File: src/rtl/sweep_sequencer.sv
// Sweep sequencer: drives H then V sweep enables, follows counter busy flags,
// tracks the peak-light position and publishes the best H/V pair.
module sweep_sequencer #(
  parameter int POS_W   = 9,
  parameter int LIGHT_W = 10,
  parameter int ARM_MAX = 4,
  parameter int RUN_MAX = 1023
) (
  input  logic               clk,
  input  logic               rst_n,
  input  logic               start,
  input  logic               abort,
  input  logic               cnt_h,
  input  logic               cnt_v,
  input  logic [LIGHT_W-1:0] light,
  output logic               hs,
  output logic               vs,
  output logic               busy,
  output logic               done,
  output logic               err,
  output logic [POS_W-1:0]   best_h,
  output logic [POS_W-1:0]   best_v,
  output logic [LIGHT_W-1:0] best_light
);

  localparam int TMAX  = (RUN_MAX > ARM_MAX) ? RUN_MAX : ARM_MAX;
  localparam int TIM_W = $clog2(TMAX) + 1;

  typedef enum logic [2:0] {
    IDLE,
    H_ARM,
    H_RUN,
    H_GAP,
    V_ARM,
    V_RUN,
    FINISH,
    ERROR
  } state_t;

  state_t             state;
  logic [POS_W-1:0]   pos;
  logic [TIM_W-1:0]   timer;
  logic [LIGHT_W-1:0] wb_light;
  logic [POS_W-1:0]   wb_h;
  logic [POS_W-1:0]   wb_v;

  logic             v_axis;
  logic             axis_busy;
  logic             arm_to;
  logic             run_to;
  logic             peak;
  logic [POS_W-1:0] pos_inc;
  logic [TIM_W-1:0] timer_inc;

  assign v_axis    = (state == V_ARM) || (state == V_RUN);
  assign axis_busy = v_axis ? cnt_v : cnt_h;
  assign arm_to    = timer == TIM_W'(ARM_MAX - 1);
  assign run_to    = timer == TIM_W'(RUN_MAX - 1);
  assign peak      = light > wb_light;
  assign timer_inc = timer + TIM_W'(1);
  // position index holds at all-ones instead of wrapping
  assign pos_inc   = (&pos) ? pos : pos + POS_W'(1);

  always_ff @(posedge clk or negedge rst_n) begin
    if (!rst_n) begin
      state      <= IDLE;
      pos        <= '0;
      timer      <= '0;
      wb_light   <= '0;
      wb_h       <= '0;
      wb_v       <= '0;
      hs         <= 1'b0;
      vs         <= 1'b0;
      busy       <= 1'b0;
      done       <= 1'b0;
      err        <= 1'b0;
      best_h     <= '0;
      best_v     <= '0;
      best_light <= '0;
    end else begin
      done <= 1'b0;
      if (abort) begin
        state <= IDLE;
        hs    <= 1'b0;
        vs    <= 1'b0;
        busy  <= 1'b0;
        err   <= 1'b0;
      end else begin
        unique case (state)
          IDLE, ERROR: begin
            if (start) begin
              state    <= H_ARM;
              hs       <= 1'b1;
              busy     <= 1'b1;
              err      <= 1'b0;
              pos      <= '0;
              timer    <= '0;
              wb_light <= '0;
              wb_h     <= '0;
              wb_v     <= '0;
            end
          end
          H_ARM, V_ARM: begin
            if (axis_busy) begin
              state <= v_axis ? V_RUN : H_RUN;
              timer <= '0;
            end else if (arm_to) begin
              state <= ERROR;
              hs    <= 1'b0;
              vs    <= 1'b0;
              busy  <= 1'b0;
              err   <= 1'b1;
            end else begin
              timer <= timer_inc;
            end
          end
          H_RUN, V_RUN: begin
            if (!axis_busy) begin
              if (v_axis) begin
                state      <= FINISH;
                vs         <= 1'b0;
                done       <= 1'b1;
                best_h     <= wb_h;
                best_v     <= wb_v;
                best_light <= wb_light;
              end else begin
                state <= H_GAP;
                hs    <= 1'b0;
              end
            end else if (run_to) begin
              state <= ERROR;
              hs    <= 1'b0;
              vs    <= 1'b0;
              busy  <= 1'b0;
              err   <= 1'b1;
            end else begin
              timer <= timer_inc;
              pos   <= pos_inc;
              // strict compare keeps the earliest position on ties
              if (peak) begin
                wb_light <= light;
                if (v_axis) wb_v <= pos;
                else        wb_h <= pos;
              end
            end
          end
          H_GAP: begin
            state <= V_ARM;
            vs    <= 1'b1;
            pos   <= '0;
            timer <= '0;
          end
          FINISH: begin
            state <= IDLE;
            busy  <= 1'b0;
          end
        endcase
      end
    end
  end

endmodule
File: config.mk
export PLATFORM = sky130hd
export DESIGN_NAME = sweep_sequencer
export DESIGN_NICKNAME = d
export VERILOG_FILES = /design/src/rtl/sweep_sequencer.sv
export SDC_FILE = /design/constraint.sdc
export NUM_CORES = 1
export LEC_CHECK = 0
export BUFFER_PORTS_ARGS = -buffer_cell sky130_fd_sc_hd__buf_2
export CORE_AREA = 3 3 109 111
export DETAILED_ROUTE_END_ITERATION = 10
export DIE_AREA = 0 0 112 114
export GPL_TIMING_DRIVEN = 0
export PLACE_DENSITY_LB_ADDON = 0.25
export SLEW_MARGIN = 20
export SYNTH_ARGS = -nofsm -noshare
export SYNTH_HDL_FRONTEND = slang
export SYNTH_SLANG_ARGS = --single-unit
File: constraint.sdc
create_clock -name clk -period 2.9 [get_ports clk]
set_input_delay 0.145 -clock clk [delete_from_list [all_inputs] [get_ports clk]]
set_output_delay 0.145 -clock clk [all_outputs]
set_load 0.005 [all_outputs]
After elaboration in Yosys (flattened, before gate mapping)
Index checks and enable logic that the tools add are counted.

storage, ports and cells
  output and inout bits = 33
  register bits = 84
  input bits = 16

cells by class
  bitwise gates (word level) = 2
  mux-type cells = 62
  add/subtract/negate cells = 2
  magnitude comparators = 1
  equality and inequality tests = 26
  reduce and logical (&&, ||, !) cells = 23

operators by type and width
  cell                                                                      number
  9-bit 2-to-1 mux                                                          12
  11-bit 2-to-1 mux                                                         5
  11-bit case mux with 4 select lines                                       1
  10-bit 2-to-1 mux                                                         4
  9-bit case mux with 2 select lines                                        2
  6-bit AND reduction                                                       6
  9-bit case mux with 3 select lines                                        1
  3-bit 2-to-1 mux                                                          8
  1-bit 2-to-1 mux                                                          23
  10-bit case mux with 2 select lines                                       1
  3-bit inequality test (second input constant)                             6
  4-bit inequality test (second input constant)                             4
  3-bit case mux with 5 select lines                                        1
  2-bit inequality test (second input constant)                             7
  7-bit AND reduction                                                       2
  3-bit equality test (second input constant)                               4
  4-bit nonzero test                                                        3
  11-bit by 1-bit adder with 11-bit output (second input constant)          1
  11-bit by 10-bit equality test with 1-bit output (second input constant)  1
  11-bit by 2-bit equality test with 1-bit output (second input constant)   1
  10-bit > comparator                                                       1
  9-bit by 1-bit adder with 9-bit output (second input constant)            1
  1-bit case mux with 3 select lines                                        3
  9-bit AND reduction                                                       1
  other kinds (13)                                                          17

Logic depth before layout (Yosys ltp)
  word-level depth = 7
  gate-level depth with buffers = 10
  depth with buffers taken out = 9

Worst setup path after synthesis
Ideal clock, no wire load.

  path type = flip-flop to flip-flop
  start point = reg pos[0]
  end point = reg pos[7]
  clock period less this slack = 2189 ps
  arrival = 2061 ps
  stages on the path, launching flop included = 11
  data required time = 2772 ps
  path slack = 711 ps
  path through = dfrtp_1 ha_1 and3_1 and3_1 and3_1 ha_1 o211ai_1 nand3_1 buf_2 o21ai_0 o31ai_1

between the ends
  longest elaborated chain between the ends = 5
  elaborated cells on any way between the ends = 8

RTL lines
  element                                 line  RTL
  start: declaration                      41    logic [POS_W-1:0] pos;
  start signal: assignment                138   pos <= pos_inc;
  9-bit by 1-bit adder with 9-bit output  62    assign pos_inc = (&pos) ? pos : pos + POS_W'(1);
  9-bit 2-to-1 mux                        62
  9-bit 2-to-1 mux                        130   end else if (run_to) begin
  9-bit 2-to-1 mux                        118   if (!axis_busy) begin
  9-bit case mux with 3 select lines      89    unique case (state)

Parallel ways exist; a longest one is shown, timed or not. The select of a mux whose other input is x is not followed.
A chain may end at the register's enable or synchronous reset.

Worst setup path after layout
  start point = reg wb_light[9]
  end point = reg wb_v[0]

between the ends
  longest elaborated chain between the ends = 3

RTL lines
  element                          line  RTL
  start: declaration               43    logic [LIGHT_W-1:0] wb_light;
  start signal: assignment         141   wb_light <= light;
  10-bit > comparator              59    assign peak = light > wb_light;
  2-bit inequality test (no line)  n/a
  7-bit AND reduction (no line)    n/a
  end signal: assignment           142   if (v_axis) wb_v <= pos;
  end: declaration                 45    logic [POS_W-1:0] wb_v;

No other way between the ends.

==> flow_summary.ini <==
[setup_path]
critPathArrivalTime_ns = 2.72
r2r_start = wb_light[9]$_DFFE_PN0P_
path_cells = inv_1 -> ha_1 -> and3_1 -> nand4_1 -> o21a_1 -> a211oi_4 -> o21ai_2 -> a22o_1
worst_setup_path_end_kind = flip-flop
cp_top_family = compound AO/OA/AOI/OAI gates
worst-path-max-fanout = 10
cp-start-kind = flip-flop
cpMaxStageDelayCell = a211oi_4
cp_num_buf_inv = 1
critPathMaxStageDelay_ns = 0.50
crit_required_ns = 3.16
critPathLaunch = wb_light[9]$_DFFE_PN0P_
crit_type = flip-flop to flip-flop

[detailed_routing]
ant_nets = 0
drt_iter0_drc = 231
drc = 0
routed_wl_um = 10430
first_pass_iters = 4
wl_per_cell_um = 15.80
vias = 3597
viasPerCell = 5.450

[sta]
fin_tns_setup_ns = 0
setup_viol = 0
rsz0062_at_grt = no
maxSlewHeadroom_pct = 51.15
period_share_pct = 84.82
hold_viol_final = 0
max_freq_ghz = 0.4066
worstMarginPinSlew_ns = 0.7279
min_period_ns = 2.460
finalClockSkew_ns = 0.006336
drv_slew = 0

[placed_design]
gp_congestion = 0.8828
io_buffers = 47
dp_hpwl_um = 7536
placed_cell_area_mm2 = 0.004811

[synthesis]
netlist_top_cells_area = dfrtp_1, nand2_1, o21ai_0, ha_1, nand3_1
synthArstFlopShare_pct = 100.0
yosys_warnings = 0
synth_top_cell_by_area = dfrtp_1
syn_area_mm2 = 0.004370
synth_cell_types = 62
synth_seq_cells = 84
ys_seq_area_share_pct = 48.10
syn_avg_cell_area_um2 = 9.584
yosysTopAreaCellShare_pct = 48.10
syn_inst = 456
synth_edf_count = 0
synth_flop_cell = dfrtp_1
postSynthNetCount = 486

[die]
io_pins = 49
die_w_um = 112
rows = 38
die_y_um = 114
fp.coreArea_mm2 = 0.01089
initial_core_util_pct = 40.14
die_area_mm2 = 0.01277

[global_routing]
grt_pass1_vias = 3575
grt_pass1_wl_um = 18110
grt_util_all_layers_pct = 17.58
antenna_found_initial = 0
grt_max_degree = 56
overflow = 0

[clock_network]
clk_pin_slew_worst_paths_ns = 0.09
cts-hold-fix-buffers = 1
htree_levels = 3
clk_latency_ns = 0.37
cts_setup_buffers = 0
cts-buffers-inserted = 9
tritoncts = done
ctsResizeCount = 0
root_buffer = clkbuf_8
clock-sinks = 84
clock_path_buffers = 2

[power]
peakVddDrop_v = 0.0003638
power_leakage_nw = 2.421
power_density_mw_per_mm2 = 748.9

[cells_and_area]
fillers = 1092
num-nets-final = 546
drive_above_1_share_pct = 19.62
final_area_mm2 = 0.005010
layout-area-overhead-vs-synth_pct = 14.63
antenna_cells = 0

[hold_path]
min-delay-start = light[8]
min_path_type = input pin to flip-flop

[run]
drv_cap = 0

[run_status]
status = finished, final reports clean
-- layout by cell type (no fill, tap or decap), drive strengths merged, types with 9 or more instances in the layout --
master,count
nand3,23
a22o,9
inv,20
buf,57
a32o,10
dfrtp,84
ha,14
nand2,88
o21ai,58
nor2,30
clkbuf,20
-- flip-flops by register name, indices dropped and copies added (netlist names), 3 cells and up --
name / flops
best_v: 9
best_h: 9
state: 3
pos: 9
wb_h: 9
timer: 11
wb_light: 10
best_light: 10
wb_v: 9
-- path summary, 6_finish.rpt --
kind                                                  end  slack [ns]  depth (start not counted)
worst max-delay path                  wb_v[0]$_DFFE_PN0P_        0.44                          8
worst min-delay path              wb_light[8]$_DFFE_PN0P_        0.01                          3
worst max register to register        wb_v[0]$_DFFE_PN0P_        0.44                          8
worst min register to register      best_v[6]$_DFFE_PN0P_        0.47                          2
max in group asynchronous       best_light[1]$_DFFE_PN0P_        2.04                          3
min in group asynchronous                  done$_DFF_PN0_        0.24                          2
-- kinds of logic after synthesis --
group / after synthesis / synth area share [%]
and+or+nand+nor: 189 / 21.33
AOI/OAI and AO/OA: 123 / 20.41
DFF: 84 / 48.10
buffers and inverters: 39 / 4.323
adders and majority gates: 14 / 4.008
muxes: 6 / 1.632
xor gates and xnor gates: 1 / 0.2004
-- metal layers --
metal | share of wire (%) | GRT usage, %
met1 | 47 | 24.51
met2 | 47 | 27.42
met3 | 5.0 | 3.820
met4 | 1.3 | 5.929
met5 | 0 | 0
-- synth_stat cells, drive strengths merged, types with 5 or more instances --
| cell | n |
|---|---|
| clkbuf | 11 |
| buf | 9 |
| o21ai | 58 |
| dfrtp | 84 |
| a21oi | 8 |
| a211oi | 6 |
| ha | 14 |
| nand2b | 8 |
| nor2b | 5 |
| and3 | 7 |
| nor2 | 30 |
| nand4 | 7 |
| nand3 | 23 |
| a32o | 10 |
| o31ai | 7 |
| inv | 19 |
| nand2 | 88 |
| a31oi | 5 |
| a22o | 9 |
-- final cells by class --
| type | instances | area (um2) | area share, % |
|---|---|---|---|
| Clock inverter | 6 | 65.06 | 1.299 |
| Inverter | 19 | 71.32 | 1.424 |
| Sequential cell | 84 | 2102 | 41.96 |
| Timing Repair Buffer | 49 | 275.3 | 5.495 |
| Buffer | 20 | 117.6 | 2.348 |
| Clock buffer | 9 | 123.9 | 2.473 |
| Tap cell | 140 | 175.2 | 3.497 |
| Multi-Input combinational cell | 333 | 2079 | 41.51 |
-- where the power goes --
group | switching, W | internal [W]
sequential | 0.000114 | 0.00132
clock | 0.000446 | 0.000395
combinational | 0.000939 | 0.000537
total | 0.00150 | 0.00225
-- metrics by stage --
stage	worst slack (ns)	hold slack, ns	total power, W	cells	util, %
after global placement	0.4523	0.3967	0.002901	643	43.91
after floorplan	0.7111	-0.1506	0.002481	456	-
after global routing	0.1467	0.02217	0.004039	660	46.01
after detailed placement	0.4452	0.1150	0.002934	644	44.19
final	0.4403	0.01477	0.003752	660	46.01
after CTS	0.4222	0.0001870	0.003788	660	46.01
-- tightest hold or removal path: cells and delay by family --
family                 cells  cell delay [ns]
AOI/OAI and AO/OA          1             0.06
buffers and inverters      1             0.09
and+or+nand+nor            1             0.05
(Power assumes the default switching activity.)
